`src/rtl/fir_cascade_scheduler.sv`:
```
// Time-shares one FIR MAC engine across a cascade of decimation stages.
// Each stage owns one pending sample slot; the deepest pending stage is served first.
module fir_cascade_scheduler #(
    parameter int NUM_STAGES = 4,
    parameter int DATA_WIDTH = 16,
    parameter int DEC_FACTOR = 2,
    parameter int STAGE_W    = $clog2(NUM_STAGES)
) (
    input  logic                  clk_in,
    input  logic                  rst_in,
    input  logic [DATA_WIDTH-1:0] sample_in,
    input  logic                  sample_valid_in,
    output logic                  eng_start_out,
    output logic [STAGE_W-1:0]    eng_stage_out,
    output logic [DATA_WIDTH-1:0] eng_sample_out,
    output logic                  eng_decimate_out,
    input  logic                  eng_done_in,
    input  logic [DATA_WIDTH-1:0] eng_result_in,
    output logic [DATA_WIDTH-1:0] audio_out,
    output logic                  audio_valid_out,
    output logic [NUM_STAGES-1:0] overrun_out,
    output logic                  busy_out
);

    localparam int PH_W = (DEC_FACTOR > 1) ? $clog2(DEC_FACTOR) : 1;
    localparam logic [STAGE_W-1:0] LAST_STAGE = STAGE_W'(NUM_STAGES - 1);
    localparam logic [PH_W-1:0]    PH_LAST    = PH_W'(DEC_FACTOR - 1);

    typedef enum logic [1:0] {
        ST_IDLE,
        ST_ISSUE,
        ST_WAIT
    } state_t;

    state_t                  state;
    logic [NUM_STAGES-1:0]   pend;
    logic [DATA_WIDTH-1:0]   slot  [NUM_STAGES];
    logic [PH_W-1:0]         phase [NUM_STAGES];
    logic [STAGE_W-1:0]      sel;
    logic                    dec_q;

    logic                    any_pend;
    logic [STAGE_W-1:0]      pick_idx;
    logic                    dec_now;
    logic                    route_en;
    logic [NUM_STAGES-1:0]   wr_en;
    logic [NUM_STAGES-1:0]   clr;
    logic [DATA_WIDTH-1:0]   wr_data [NUM_STAGES];

    // NOTE: every always_comb output gets a default first, so no path can infer a latch.
    always_comb begin
        pick_idx = '0;
        any_pend = |pend;
        // Ascending scan: the last hit is the highest-index (deepest) pending stage.
        for (int k = 0; k < NUM_STAGES; k++) begin
            if (pend[k]) pick_idx = STAGE_W'(k);
        end
    end

    assign dec_now  = (phase[sel] == PH_LAST);
    assign route_en = (state == ST_WAIT) && eng_done_in && dec_q;

    always_comb begin
        for (int k = 0; k < NUM_STAGES; k++) begin
            wr_en[k]   = 1'b0;
            wr_data[k] = eng_result_in;
            clr[k]     = (state == ST_ISSUE) && (sel == STAGE_W'(k));
        end
        wr_en[0]   = sample_valid_in;
        wr_data[0] = sample_in;
        for (int k = 1; k < NUM_STAGES; k++) begin
            wr_en[k] = route_en && (sel == STAGE_W'(k - 1));
        end
    end

    // Engine data reflects the slot as it stands in the ISSUE cycle itself.
    assign eng_sample_out   = eng_start_out ? slot[sel] : '0;
    assign eng_decimate_out = eng_start_out & dec_now;
    assign busy_out         = (state != ST_IDLE);

    // NOTE: sequential state is updated only with non-blocking assignments.
    always_ff @(posedge clk_in) begin
        if (rst_in) begin
            state           <= ST_IDLE;
            pend            <= '0;
            overrun_out     <= '0;
            sel             <= '0;
            dec_q           <= 1'b0;
            eng_start_out   <= 1'b0;
            eng_stage_out   <= '0;
            audio_out       <= '0;
            audio_valid_out <= 1'b0;
            // NOTE: the slot and phase arrays are reset too, so no stale sample survives a restart.
            for (int k = 0; k < NUM_STAGES; k++) begin
                slot[k]  <= '0;
                phase[k] <= '0;
            end
        end else begin
            eng_start_out   <= 1'b0;
            audio_valid_out <= 1'b0;

            // A write in the ISSUE cycle of the same slot wins over the clear and is not an overrun.
            for (int k = 0; k < NUM_STAGES; k++) begin
                if (wr_en[k]) begin
                    slot[k] <= wr_data[k];
                    pend[k] <= 1'b1;
                    if (pend[k] && !clr[k]) overrun_out[k] <= 1'b1;
                end else if (clr[k]) begin
                    pend[k] <= 1'b0;
                end
            end

            case (state)
                ST_IDLE: begin
                    if (any_pend) begin
                        sel           <= pick_idx;
                        eng_stage_out <= pick_idx;
                        eng_start_out <= 1'b1;
                        state         <= ST_ISSUE;
                    end
                end
                ST_ISSUE: begin
                    dec_q      <= dec_now;
                    phase[sel] <= phase[sel] + PH_W'(1);
                    state      <= ST_WAIT;
                end
                ST_WAIT: begin
                    if (eng_done_in) begin
                        if (dec_q && (sel == LAST_STAGE)) begin
                            audio_out       <= eng_result_in;
                            audio_valid_out <= 1'b1;
                        end
                        state <= ST_IDLE;
                    end
                end
                default: state <= ST_IDLE;
            endcase
        end
    end

endmodule

```
`config.mk`:
```
export PLATFORM = sky130hd
export DESIGN_NAME = fir_cascade_scheduler
export DESIGN_NICKNAME = d
export VERILOG_FILES = /design/src/rtl/fir_cascade_scheduler.sv
export SDC_FILE = /design/constraint.sdc
export NUM_CORES = 1
export LEC_CHECK = 0
export CORE_ASPECT_RATIO = 0.5
export CORE_MARGIN = 2
export CORE_UTILIZATION = 30
export CTS_CLUSTER_DIAMETER = 40
export DETAILED_ROUTE_END_ITERATION = 12
export GPL_TIMING_DRIVEN = 0
export PLACE_DENSITY = 0.57
export SKIP_CTS_REPAIR_TIMING = 1
export SYNTH_ARGS = -nofsm -noshare
export SYNTH_HDL_FRONTEND = slang
export SYNTH_SLANG_ARGS = --single-unit
```
`constraint.sdc`:
```
create_clock -name clk_in -period 4.9 [get_ports clk_in]
set_input_delay 1.47 -clock clk_in [delete_from_list [all_inputs] [get_ports clk_in]]
set_output_delay 1.47 -clock clk_in [all_outputs]
set_load 0.02 [all_outputs]
```
Word level (Yosys, flattened, before mapping)
Memory sizes are Yosys's and may differ from the RTL's. A register that Yosys moved wholly into a read port is not among the register bits.
Cells that the tools add are included.
{"block": "word_totals", "register_bits": 31, "romBits": 0, "mem_count": 2, "latch_bits": 0, "ramBits": 68, "out_inout_bits": 42, "input_bits": 36}
{"block": "classes", "shifts": 0, "order_cmp": 0, "n_reduce_logical": 36, "add_sub_neg": 1, "eq_ne": 7, "bitwise": 8, "mul": 0, "muxes": 45, "div_mod_pow": 0}
{"name": "slot", "depth": 4, "width": 16, "read_ports": 1, "rd_clocked_by_memory_dff": 1, "write_ports": 4, "line_no": "37", "rtl": "logic [DATA_WIDTH-1:0] slot [NUM_STAGES];"}
{"name": "phase", "depth": 4, "width": 1, "read_ports": 1, "rd_clocked_by_memory_dff": 1, "write_ports": 4, "line_no": "38", "rtl": "logic [PH_W-1:0] phase [NUM_STAGES];"}
{"cell": "two-way mux 16 bit", "n": 5}
{"cell": "two-way mux 1 bit", "n": 30}
{"cell": "two-way mux 2 bit", "n": 9}
{"cell": "logical AND 1 bit", "n": 14}
{"cell": "AND reduction 2 bit", "n": 6}
{"cell": "nonzero test 2 bit", "n": 5}
{"cell": "equality test 2 bit (second input constant)", "n": 3}
{"cell": "case mux 2 bit (3 select lines)", "n": 1}
{"cell": "equality test 2 x 1 -> 1 bit (second input constant)", "n": 2}
{"cell": "logical NOT 1 bit", "n": 4}
{"cell": "logical NOT 2 bit", "n": 2}
{"cell": "inequality test 2 bit (second input constant)", "n": 2}
{"cell": "bitwise OR 1 bit", "n": 4}
{"cell": "OR reduction 4 bit", "n": 1}
{"cell": "NOT 1 bit", "n": 3}
{"cell": "AND reduction 3 bit", "n": 1}
{"cell": "OR reduction 3 bit", "n": 1}
{"cell": "OR reduction 2 bit", "n": 1}
{"cell": "adder 1 bit (second input constant)", "n": 1}
{"cell": "bitwise AND 1 bit", "n": 1}
{"cell": "OR reduction 1 bit", "n": 1}

Logic depth before layout (Yosys ltp)
{"block": "depth", "ltp_word": 8, "ltp_mapped": 5, "depth_no_buf": 3}

Worst setup path after synthesis
No wires, ideal clock.
{"block": "synth_path", "path_type": "input to register", "from": "input port eng_done_in", "to": "memory slot[2][0] (enable)", "slack_ns": 1.397, "t_required_ns": 4.489, "cell_stages": 3, "t_arrival_ns": 3.091, "path_cell_list": "nand4b_1 > clkbuf_1 > o21ai_0"}
{"item": "start: declaration", "line_no": "17", "rtl": "input logic eng_done_in,"}
{"item": "end: declaration", "line_no": "37"}

==> results.json <==
{
  "status": "completed",
  "swShare": 0.210,
  "synth_top_area_frac": 0.467,
  "dr.pass1.iters": 5,
  "cp_cell_sequence": "clkbuf_2, clkbuf_1, mux4_2, and2_1, clkdlybuf4s50_1",
  "synth_area_leaders": "edfxtp_1 47%, dfxtp_1 15%, and2_1 9.3%",
  "syn_area_per_cell_um2": 12.8,
  "cts_buffer_depth": 2,
  "grt_max_degree": 17,
  "h-tree-depth": 3,
  "synthAdderAreaFrac": 0,
  "cp.buffers_inverters": 3,
  "nets": 466,
  "setup_viol": 0,
  "yosys_register_bits": 101,
  "layout-drive-gt1-share": 0.0966,
  "initial_core_util": 0.305,
  "arrival_ns": 2.58,
  "fin_skew_ns": 0.00891,
  "io_buffers": 76,
  "cpPeakStageDelay_ns": 0.53,
  "synth_most_common_cell": "edfxtp_1",
  "rsz0062_at_grt": "false",
  "die_area_mm2": 0.0156,
  "min_path_cells": 2,
  "period_share": 0.827,
  "clkPwrFrac": 0.398,
  "root_buffer": "clkbuf_16",
  "yosys_most_used_dff": "edfxtp_1",
  "synth_edf_count": 68,
  "die_h_um": 89.4,
  "wl_per_cell_um": 17.8,
  "hold_viol": 0,
  "switchingPower_uw": 373,
  "clk_latency_ns": 0.35,
  "wl_um": 11300,
  "cp_max_fo": 10,
  "timing.slew.headroom": 0.406,
  "synth_mux_area_frac": 0.0941,
  "antennaDiodeCount": 0,
  "synth-async-reset-ratio": 0,
  "p_per_area_mw_per_mm2": 310,
  "synth_compound_area_frac": 0.0749,
  "period_needed_ns": 4.05,
  "grt_first_pass_wirelength_um": 17100,
  "tightest_slew_ns": 0.888,
  "fmax_mhz": 247,
  "detail-route-antenna-nets": 0,
  "synth_simple_gate_area_frac": 0.179,
  "crit_cells": 5,
  "finalPower_uw": 1770,
  "cts_sinks": 101,
  "grt.total_usage": 0.149,
  "numCtsBuffers": 9,
  "yosys_warnings": 0,
  "synth_top_family_by_area": "simple AND/OR/NAND/NOR gates",
  "drt_iter0_markers": 297,
  "coreArea_mm2": 0.0144,
  "synth-xor-area-share": 0,
  "grt_pass1_vias": 2999,
  "rr_worst_depth": 4,
  "syn_inst": 341,
  "fin_util": 0.399,
  "multi_input_area_mm2": 0.00153,
  "gp_congestion": 0.780,
  "end_kind": "output port",
  "cp_top_family": "buffers and inverters",
  "rows": 31,
  "cpMaxStageDelayCell": "clkdlybuf4s50_1",
  "seq_area_frac_synth": 0.618,
  "pwr-share-comb": 0.067,
  "cap_viol_max_count": 0,
  "pin_count": 78,
  "critPathLaunchType": "register",
  "hpwlAfterDp_um": 7910,
  "path_clk_slew_ns": 0.07,
  "setup_tns_ns": 0,
  "p_int_uw": 1400,
  "ys_types": 35,
  "grt_antenna_before_repair": 0,
  "drc_errors": 0,
  "regArea_mm2": 0.00270,
  "yosysTopAreaCell": "edfxtp_1",
  "viasPerCell": 4.75,
  "power.leakage_uw": 0.00203,
  "synth_nets": 377,
  "p_seq_frac": 0.534,
  "area_growth_pct": 30.7,
  "hold_path.class": "reg2reg",
  "report.final.slew_viol_count": 0,
  "fillCellCount": 1378,
  "synth_common_cells": "68 x edfxtp_1, 65 x and2_1, 33 x dfxtp_1, 23 x a21oi_1, 23 x o21ai_0",
  "crit_type": "reg2out",
  "ir_drop_v": 0.000212,
  "grt-ovfl-total": 0,
  "cp_data_required_time_ns": 3.43,
  "cts_tree": "yes",
  "num_vias": 3007,
  "syn_area_mm2": 0.00438,
  "die_x_um": 175
}
stage by stage:
stage,std cells,cell area (um^2),hold WS [ns],setup WS (ns)
3_5_place_dp,617,5420,0.464,1.14
6_report,633,5720,0.475,0.849
2_1_floorplan,341,4380,0.479,1.40
4_1_cts,633,5720,0.481,0.798
3_3_place_gp,615,5380,0.456,-0.326
5_1_grt,633,5720,0.514,0.716
sequential cells by signal, summed over array words and instances (netlist names), named ones only:
register and cells:
audio_out 16, slot 64, pend 4, eng_start_out 1, overrun_out 4, audio_valid_out 1
phase 4, dec_q 1, sel 2, state 2
power groups by stage:
stage                     Combinational, uW  Clock, uW  Sequential, uW
after floorplan                        51.4          0             963
after global placement                  118          0             967
after detailed placement                121          0             966
after CTS                               121        718             948
after global routing                    130        758             950
final                                   119        707             948
layout make-up:
class,instances,area share
repair buffers,78,0.138
inverters,8,0.00525
well taps,198,0.0433
clock buffers,14,0.0499
clock inverters,2,0.00219
flip-flops and latches,101,0.473
plain buffers,28,0.0208
multi-input cells,204,0.268
placed cells by master (no fill, tap or decap), types with 2 or more instances in the layout:
cell | netlist | routed
clkbuf_1 | 21 | 23
nor2_1 | 10 | 10
mux4_2 | 12 | 12
a21oi_1 | 23 | 23
clkbuf_8 | 0 | 2
o31ai_1 | 3 | 3
nor3_2 | 3 | 3
o21ai_2 | 0 | 2
nor3_1 | 3 | 3
buf_8 | 0 | 2
clkdlybuf4s50_1 | 0 | 76
clkbuf_16 | 0 | 10
nand2_1 | 5 | 5
nand2b_1 | 3 | 3
mux4_1 | 5 | 5
nand4_1 | 16 | 16
a2111oi_0 | 2 | 2
and2_1 | 65 | 65
inv_4 | 0 | 2
and3_1 | 17 | 17
o31a_1 | 2 | 2
inv_1 | 8 | 8
dfxtp_1 | 33 | 33
buf_2 | 4 | 4
o21ai_0 | 23 | 21
edfxtp_1 | 68 | 68
per-layer routing:
layer	share of wire	routed length, um	global-route usage
met4	0.013	147	0.0409
met2	0.49	5570	0.257
met1	0.46	5180	0.192
met5	0	0	0
met3	0.034	381	0.0349
worst reg2reg max path: cells and delay by family, from the launching register on:
family	cells	cell delay, ns
buffers and inverters	1	0.38
DFF	1	0.37
and+or+nand+nor	3	1.03
cell families after synthesis:
| logic type | Yosys count |
|---|---|
| AND/OR/NAND/NOR | 128 |
| buffers and inverters | 36 |
| AO/OA/AOI/OAI | 58 |
| multiplexers | 18 |
| flip-flops | 101 |
path summary, 6_finish.rpt:
path                   from           endpoint  slack (ns)
max reg2reg        state[1]        slot[1][14]        2.74
min          overrun_out[0]     overrun_out[0]        0.47
max                register  eng_sample_out[5]        0.85
min reg2reg  overrun_out[0]     overrun_out[0]        0.47
No activity file was read; power rests on OpenSTA's default activity.
